===== src/rtl/led_pkg.sv =====
// ---------------------------------------------------------------------------
// led_pkg
// Shared definitions for the LED pattern engine.
//   MODE_ROL/ROR/PING/BLINK : 2-bit mode encodings seen on mode_i/mode_o
//   PWM_W                   : width of the PWM counter and brightness value
//   dir_e                   : ping-pong travel direction
// ---------------------------------------------------------------------------
package led_pkg;

  localparam logic [1:0] MODE_ROL   = 2'd0;
  localparam logic [1:0] MODE_ROR   = 2'd1;
  localparam logic [1:0] MODE_PING  = 2'd2;
  localparam logic [1:0] MODE_BLINK = 2'd3;

  localparam int PWM_W = 4;

  typedef enum logic {
    DIR_UP   = 1'b0,
    DIR_DOWN = 1'b1
  } dir_e;

endpackage


===== src/rtl/led_step_timer.sv =====
// ---------------------------------------------------------------------------
// led_step_timer
// Prescaler that produces one tick every CNT_MAX clocks while not paused.
//   clk     : system clock
//   rst     : synchronous active-high reset
//   pause_i : high holds the count and suppresses the tick
//   tick_o  : high for the cycle in which the count sits at CNT_MAX-1
//             and pause_i is low
// ---------------------------------------------------------------------------
module led_step_timer #(
  parameter int CNT_MAX = 13_500_000
) (
  input  logic clk,
  input  logic rst,
  input  logic pause_i,
  output logic tick_o
);
  import led_pkg::*;

  localparam int CNT_W = $clog2(CNT_MAX);

  logic [CNT_W-1:0] cnt_q;
  logic [CNT_W-1:0] cnt_d;
  logic             at_max_s;

  assign at_max_s = (cnt_q == CNT_W'(CNT_MAX - 1));
  // Combinational on purpose: the top registers the consequence of the tick.
  assign tick_o   = at_max_s && !pause_i;

  // Next count: hold while paused, wrap at the last count.
  always_comb begin
    cnt_d = cnt_q;
    if (pause_i) begin
      cnt_d = cnt_q;
    end else if (at_max_s) begin
      cnt_d = '0;
    end else begin
      cnt_d = cnt_q + CNT_W'(1);
    end
  end

  // Count register.
  always_ff @(posedge clk) begin
    if (rst) begin
      cnt_q <= '0;
    end else begin
      cnt_q <= cnt_d;
    end
  end

endmodule


===== src/rtl/led_pattern_gen.sv =====
// ---------------------------------------------------------------------------
// led_pattern_gen
// LED pattern engine: advances an LED_NUM-wide pattern once every CNT_MAX
// clocks in one of four modes (rotate left, rotate right, ping-pong,
// blink-all). A requested mode change takes effect at the next step by
// loading that mode's seed pattern.
//   clk          : system clock
//   rst          : synchronous active-high reset
//   mode_i       : requested mode (sampled only at a step)
//   pause_i      : freezes the step timer and pattern
//   brightness_i : PWM duty 0..15 (only when LED_PWM_EN is defined)
//   led          : LED drive, 1 = on
//   step_o       : one-cycle pulse on each pattern update
//   mode_o       : mode currently in effect
// Build option: define LED_PWM_EN to add the 16-step PWM dimmer; led is
// then registered and lags the pattern by one clock.
// ---------------------------------------------------------------------------
module led_pattern_gen #(
  parameter int LED_NUM = 8,
  parameter int CNT_MAX = 13_500_000
) (
  input  logic               clk,
  input  logic               rst,
  input  logic [1:0]         mode_i,
  input  logic               pause_i,
`ifdef LED_PWM_EN
  input  logic [3:0]         brightness_i,
`endif
  output logic [LED_NUM-1:0] led,
  output logic               step_o,
  output logic [1:0]         mode_o
);
  import led_pkg::*;

  localparam logic [LED_NUM-1:0] SEED_LSB = LED_NUM'(1);
  localparam logic [LED_NUM-1:0] SEED_MSB = LED_NUM'(1) << (LED_NUM - 1);
  localparam logic [LED_NUM-1:0] ALL_ON   = {LED_NUM{1'b1}};

  logic               tick_s;
  logic [LED_NUM-1:0] pat_q,  pat_d;
  logic [1:0]         mode_q, mode_d;
  dir_e               dir_q,  dir_d;
  logic               step_q;
  logic [LED_NUM-1:0] rol_s, ror_s;

  led_step_timer #(
    .CNT_MAX (CNT_MAX)
  ) u_timer (
    .clk     (clk),
    .rst     (rst),
    .pause_i (pause_i),
    .tick_o  (tick_s)
  );

  // Rotations written with modular indexing so LED_NUM = 1 degenerates to a hold.
  always_comb begin
    rol_s = '0;
    ror_s = '0;
    for (int i = 0; i < LED_NUM; i++) begin
      rol_s[i] = pat_q[(i + LED_NUM - 1) % LED_NUM];
      ror_s[i] = pat_q[(i + 1) % LED_NUM];
    end
  end

  // Next pattern/mode/direction: seed on a mode change, otherwise advance.
  always_comb begin
    pat_d  = pat_q;
    mode_d = mode_q;
    dir_d  = dir_q;
    if (!tick_s) begin
      pat_d = pat_q;
    end else if (mode_i != mode_q) begin
      mode_d = mode_i;
      dir_d  = DIR_UP;
      case (mode_i)
        MODE_ROL:   pat_d = SEED_LSB;
        MODE_ROR:   pat_d = SEED_MSB;
        MODE_PING:  pat_d = SEED_LSB;
        MODE_BLINK: pat_d = ALL_ON;
        default:    pat_d = SEED_LSB;
      endcase
    end else begin
      case (mode_q)
        MODE_ROL:   pat_d = rol_s;
        MODE_ROR:   pat_d = ror_s;
        MODE_PING: begin
          // Turn around at either end so no end LED is shown twice in a row.
          if (LED_NUM == 1) begin
            pat_d = pat_q;
          end else if (dir_q == DIR_UP) begin
            if (pat_q[LED_NUM-1]) begin
              pat_d = pat_q >> 1;
              dir_d = DIR_DOWN;
            end else begin
              pat_d = pat_q << 1;
            end
          end else begin
            if (pat_q[0]) begin
              pat_d = pat_q << 1;
              dir_d = DIR_UP;
            end else begin
              pat_d = pat_q >> 1;
            end
          end
        end
        MODE_BLINK: pat_d = ~pat_q;
        default:    pat_d = SEED_LSB;
      endcase
    end
  end

  // Pattern, mode, direction and step strobe registers.
  always_ff @(posedge clk) begin
    if (rst) begin
      pat_q  <= SEED_LSB;
      mode_q <= MODE_ROL;
      dir_q  <= DIR_UP;
      step_q <= 1'b0;
    end else begin
      pat_q  <= pat_d;
      mode_q <= mode_d;
      dir_q  <= dir_d;
      step_q <= tick_s;
    end
  end

  assign step_o = step_q;
  assign mode_o = mode_q;

`ifdef LED_PWM_EN
  logic [PWM_W-1:0]   pwm_cnt_q;
  logic [PWM_W-1:0]   duty_q;
  logic [LED_NUM-1:0] led_q;

  // PWM stage: duty is latched only at the frame end so a frame never glitches.
  always_ff @(posedge clk) begin
    if (rst) begin
      pwm_cnt_q <= '0;
      duty_q    <= {PWM_W{1'b1}};
      led_q     <= SEED_LSB;
    end else begin
      pwm_cnt_q <= pwm_cnt_q + PWM_W'(1);
      if (pwm_cnt_q == {PWM_W{1'b1}}) begin
        duty_q <= brightness_i;
      end else begin
        duty_q <= duty_q;
      end
      led_q <= pat_q & {LED_NUM{pwm_cnt_q < duty_q}};
    end
  end

  assign led = led_q;
`else
  assign led = pat_q;
`endif

endmodule


===== config.mk =====
export PLATFORM = sky130hd
export DESIGN_NAME = led_pattern_gen
export DESIGN_NICKNAME = d
export VERILOG_FILES = /design/src/rtl/led_pkg.sv /design/src/rtl/led_step_timer.sv /design/src/rtl/led_pattern_gen.sv
export SDC_FILE = /design/constraint.sdc
export NUM_CORES = 1
export LEC_CHECK = 0
export CAP_MARGIN = 20
export CORE_MARGIN = 2
export CORE_UTILIZATION = 44
export DETAILED_ROUTE_END_ITERATION = 10
export GPL_ROUTABILITY_DRIVEN = 1
export PLACE_DENSITY_LB_ADDON = 0.12
export SLEW_MARGIN = 40
export SYNTH_ARGS = -nofsm -noshare
export SYNTH_HDL_FRONTEND = slang
export SYNTH_SLANG_ARGS = --single-unit
export TNS_END_PERCENT = 50

===== constraint.sdc =====
create_clock -name clk -period 2.2 [get_ports clk]
set_clock_uncertainty 0.15 [all_clocks]
set_input_delay 0.22 -clock clk [delete_from_list [all_inputs] [get_ports clk]]
set_output_delay 0.22 -clock clk [all_outputs]
set_load 0.01 [all_outputs]

==> flow_summary.ini, run 1 <==
[power]
irDropWorstVdd_v = 0.000407
p_clk_frac = 0.532
p_comb_frac = 0.036
p_int_mw = 1.25
power_frac_seq = 0.431
p_leak_nw = 0.888
p_switching_uw = 277
switching_share = 0.182
p_per_area_mw_per_mm2 = 607
total_power_mw = 1.53

[clock_tree]
cts.htree.levels = 2
tritoncts = done
cts_sinks = 36
cts.path.max_buffers = 2
clock_latency_ns = 0.29
cts_buffers = 5
ctsRootBufferMaster = clkbuf_8
clk_pin_slew_ns = 0.08

[drt]
post-route-drc-count = 0
vias_per_cell = 5.35
wirelength_microns = 4340
wl_per_cell_microns = 13.2
antenna_left = 0
vias = 1761
drtIter0Drc = 89
dr.pass1.iters = 6

[floorplanning]
core_sq_mm = 0.00435
initial_utilization = 0.455
die_y_microns = 71.1
die-width_microns = 71.1
pin_count = 16
die_area_sq_mm = 0.00505
rows = 24

[logic_synthesis]
synth_area_sq_mm = 0.00198
synthTopCellsByArea = dfxtp_1 36%, nor2_1 7.4%, xnor2_1 5.3%, nand2_1 3.6%, mux2i_1 3.0%
yosysWarnings = 0
ys_seq_area_frac = 0.364
synthDistinctLibCells = 51
postSynthAreaPerCell_sq_um = 8.25
ys_seq_elements = 36
synth_top_cell_by_area = dfxtp_1
synth_top_area_share = 0.364
synth_nets = 246
postSynthCellCount = 240

[worst_hold_path]
hold_start = u_timer.cnt_q[14]
hold_path.class = register to register

[grt]
grt_pass1_vias = 1704
grt_pass1_wl_microns = 7560
grt_max_degree = 20
grt_usage = 0.186
grt_overflow = 0
antenna_found_initial = 0

[sta]
max_freq_mhz = 484
period_share = 0.939
tightest_slew_ns = 0.476
timing.final.ws_setup_ns = 0.133
fin_crit_ns = 2.07
finalMaxSlewViolations = 0
setup_viol = 0
slew_headroom = 0.674
final-hold-violation-count = 0

[cells_and_area]
drive_above_1_share = 0.166
area_growth_pct = 27.0
fillers = 417
layout_common_cells = 39 x nor2_1, 35 x dfxtp_1, 23 x buf_4
final_nets = 282
final_common_cell = nor2_1
diodes = 0

[critical_path]
max_stage_delay_ns = 0.55
path_cells = or4bb_4 -> nor4_4 -> and2_4 -> buf_4 -> nor2_1 -> a211oi_2
critical_path_required_ns = 2.27
cp-start-kind = register
crit_family = simple AND/OR/NAND/NOR gates
cp-startpoint = u_timer.cnt_q[20]
crit_type = register to register
critPathMaxFanout = 6
cp-end-kind = register
rr_startpoint = u_timer.cnt_q[20]
arrival_ns = 2.14
critPathBufInv = 1
worst_path_max_delay_cell = or4bb_4

[run_status]
status = finished clean

[place]
gp_congestion = 0.802
dp_hpwl_microns = 3120
port_buffers = 15
place_ws_ns = -0.0627

[job]
drv_cap = 0
power by group through the flow:
stage               combinational, mW  sequential [mW]  clock (mW)
floorplan                      0.0283            0.673           0
global placement               0.0540            0.673           0
detailed placement             0.0542            0.673           0
CTS                            0.0546            0.658       0.834
global route                   0.0624            0.659       0.857
finish                         0.0555            0.658       0.813
final timing paths:
check | slack (ns) | to | depth (start not counted)
setup / recovery | 0.13 | led[3] | 6
hold / removal | 0.35 | u_timer.cnt_q[14] | 2
hold reg to reg | 0.35 | u_timer.cnt_q[14] | 2
setup reg to reg | 0.13 | led[3] | 6
worst register-to-register path, stage by stage, from the launching register on:
cell and delay [ns]:
dfxtp_1 0.34, or4bb_4 0.55, nor4_4 0.37, and2_4 0.22, buf_4 0.14, nor2_1 0.06, a211oi_2 0.18
what timing repair did:
item                                    in CTS  in global routing
gates resized for setup                      0                  5
endpoints found under the setup margin       0                  8
buffers inserted                             0                  1
hold buffers                                 0                  0
layer usage:
layer  vias up  GRT usage  wire length [microns]
met1       803      0.240                   2180
met5         -          0                      0
met3         6     0.0385                    118
li1        929          -                      -
met4         0     0.0692                     55
met2        23      0.306                   1990
flip-flops by register name, summed over array words and instances, names as in the netlist:
name / flops
dir_q: 1
led: 8
mode_o: 2
step_o: 1
u_timer.cnt_q: 24
synthesized netlist by cell type, drive strengths merged:
master	number
nor3	8
xnor2	12
o22ai	2
and2	3
nor2	40
mux2	2
or2	2
nand3b	2
nand4b	3
and3	6
nand2b	2
o211ai	6
inv	6
buf	4
o21ai	3
a21oi	10
ha	1
a311oi	2
a2111oi	1
a211oi	7
mux2i	6
a31oi	2
a22oi	1
or4b	1
xor2	6
a21boi	2
nor2b	7
clkbuf	6
clkinv	1
a41oi	1
o221ai	1
nand4	4
nor4	6
a32oi	1
or4	1
nand3	6
o31ai	2
dfxtp	36
a21o	2
nand2	20
o32ai	1
or3	3
and4b	1
or4bb	1
cell type report:
| cell class | instances | area, sq um | share of cell area |
|---|---|---|---|
| sequential | 36 | 722 | 0.287 |
| multi-input combinational | 187 | 1200 | 0.477 |
| clock buffer | 5 | 68.8 | 0.0274 |
| tap | 52 | 65.1 | 0.0259 |
| clock inverter | 3 | 90.1 | 0.0358 |
| timing repair buffer | 39 | 343 | 0.136 |
| inverter | 7 | 26.3 | 0.0105 |
metrics by stage:
| stage | hold slack, ns | util | cells | cell area (sq um) | TNS (ns) |
|---|---|---|---|---|---|
| floorplan | 0.210 | - | 240 | 1980 | 0 |
| global placement | 0.326 | 0.534 | 320 | 2330 | -0.00175 |
| detailed placement | 0.328 | 0.534 | 320 | 2330 | -0.0679 |
| CTS | 0.342 | 0.571 | 328 | 2490 | 0 |
| global route | 0.375 | 0.577 | 329 | 2510 | -0.00422 |
| finish | 0.346 | 0.577 | 329 | 2510 | 0 |
cells by family after synthesis:
| group | count (synthesis) | synth area share |
|---|---|---|
| simple gates | 116 | 0.306 |
| fa+ha+maj | 1 | 0.00632 |
| compound gates | 44 | 0.162 |
| mux | 8 | 0.0417 |
| flops | 36 | 0.364 |
| xor+xnor | 18 | 0.0796 |
| buf+inv | 17 | 0.0398 |
(Power assumes the default switching activity.)
==> inputs of run 2 (changes only) <==
--- a/config.mk
+++ b/config.mk
@@ -7,7 +7,7 @@
 export LEC_CHECK = 0
 export CAP_MARGIN = 20
 export CORE_MARGIN = 2
-export CORE_UTILIZATION = 44
+export CORE_UTILIZATION = 35
 export DETAILED_ROUTE_END_ITERATION = 10
 export GPL_ROUTABILITY_DRIVEN = 1
 export PLACE_DENSITY_LB_ADDON = 0.12
==> flow_summary.ini, run 2 (synthesis gave the netlist of run 1 again) <==
[critical_path]
reg2reg_depth = 6
critPathMaxFanout = 5
reg2reg_slack_ns = 0.13
worst_path_max_delay_cell = or4bb_4
critical_path_required_ns = 2.22
cp-end-kind = register
crit_type = register to register
arrival_ns = 2.09
cp-startpoint = u_timer.cnt_q[22]
cp-start-kind = register
critPathCapture = u_timer.cnt_q[14]
path_cells = or4bb_4 -> nor4_4 -> buf_4 -> nor2_1 -> o31ai_1 -> a21oi_1
rr_startpoint = u_timer.cnt_q[22]
max_stage_delay_ns = 0.55
rr_endpoint = u_timer.cnt_q[14]

[grt]
antenna_found_initial = 0
grt_pass1_vias = 1654
grt_overflow = 0
grt_usage = 0.155
grt_max_degree = 20
grt_pass1_wl_microns = 7820

[power]
p_per_area_mw_per_mm2 = 492
irDropWorstVdd_v = 0.000262
total_power_mw = 1.21
p_leak_nw = 0.852

[sta]
finalMaxSlewViolations = 0
slew_headroom = 0.650
finalSetupTns_ns = 0
tightest_slew_ns = 0.511
max_freq_mhz = 483
fin_crit_ns = 2.07
rsz0062_at_grt = false
setup_viol = 0
final-hold-violation-count = 0
period_share = 0.942

[job]
drv_cap = 0

[cells_and_area]
layout_common_cells = 39 x nor2_1, 35 x dfxtp_1, 23 x buf_4
final_nets = 282
final_core_util = 0.450
top_register = u_timer.cnt_q
diodes = 0
final_cells = 348
area_growth_pct = 24.5
final_common_cell = nor2_1
largest_reg_flops = 24
drive_above_1_share = 0.159

[run_status]
status = finished clean

[drt]
vias_per_cell = 5.11
vias = 1779
post-route-drc-count = 0
wirelength_microns = 4370
wl_per_cell_microns = 12.6
antenna_left = 0
drtIter0Drc = 67
dr.pass1.iters = 4

[floorplanning]
rows = 27
initial_utilization = 0.362
die_y_microns = 79.2
die_area_sq_mm = 0.00627
pin_count = 16
core_sq_mm = 0.00547
die-width_microns = 79.2

[clock_tree]
tritoncts = done
cts.htree.levels = 2
clk_pin_slew_ns = 0.07
ctsRootBufferMaster = clkbuf_8
cts_buffers = 5
clock_latency_ns = 0.28
cts_sinks = 36
cts.path.max_buffers = 2

[place]
port_buffers = 15
dp_hpwl_microns = 3340
gp_congestion = 0.869
dp_cells = 338

[worst_hold_path]
hold_path.class = register to register
[run 2: cell count changes in the layout (fill, tap and decap cells not counted), sizes merged]
cell	previous run	this run
bufinv	3	0
clkbuf	5	7
[run 2: worst min-delay path by stage]
stage,start,to,slack [ns],cells past startpoint
5_1_grt,mode_o[0],mode_o[0],0.37,2
3_3_place_gp,mode_o[0],mode_o[0],0.32,2
6_report,mode_o[0],mode_o[0],0.34,2
4_1_cts,mode_o[0],mode_o[0],0.34,2
2_1_floorplan,mode_i[0],mode_o[0],0.21,2
3_5_place_dp,mode_o[0],mode_o[0],0.33,2
[run 2: report_power, final]
part / internal (mW) / switching [mW] / leakage (nW)
clock: 0.279 / 0.221 / 0.0503
combinational: 0.0263 / 0.0282 / 0.511
sequential: 0.656 / 0.00317 / 0.291
total: 0.960 / 0.252 / 0.852
[run 2: metal layers]
layer / part of all wire / track usage / vias up
met3: 0.037 / 0.0341 / 5
met4: 0.014 / 0.0517 / 0
met5: 0 / 0 / -
li1: - / - / 928
met1: 0.47 / 0.190 / 811
met2: 0.48 / 0.268 / 35
[run 2: worst max-delay path: cells and delay by family, from the launching register on]
kind | cells | cell delay, ns
flops | 1 | 0.35
buf+inv | 1 | 0.20
simple gates | 3 | 0.96
compound gates | 2 | 0.30
[run 2: stage by stage]
stage          area [sq um]  hold slack [ns]  setup slack (ns)
2_1_floorplan          1980            0.210            0.0540
3_3_place_gp           2340            0.322          -0.00427
3_5_place_dp           2340            0.331           -0.0400
4_1_cts                2430            0.341            0.0722
5_1_grt                2460            0.369           0.00523
6_report               2460            0.338             0.128
[run 2: layout make-up]
| class | instances | area (sq um) |
|---|---|---|
| clock buffer | 7 | 96.3 |
| fill | 585 | 3010 |
| inverter | 7 | 26.3 |
| multi-input combinational | 187 | 1190 |
| sequential | 36 | 722 |
| tap | 72 | 90.1 |
| timing repair buffer | 39 | 343 |
[run 2: repair_timing]
| item | in CTS | in global routing |
|---|---|---|
| setup endpoints to repair | 0 | 16 |
| resized for setup | 0 | 3 |
| hold buffers | 0 | 0 |
| buffers inserted | 0 | 3 |
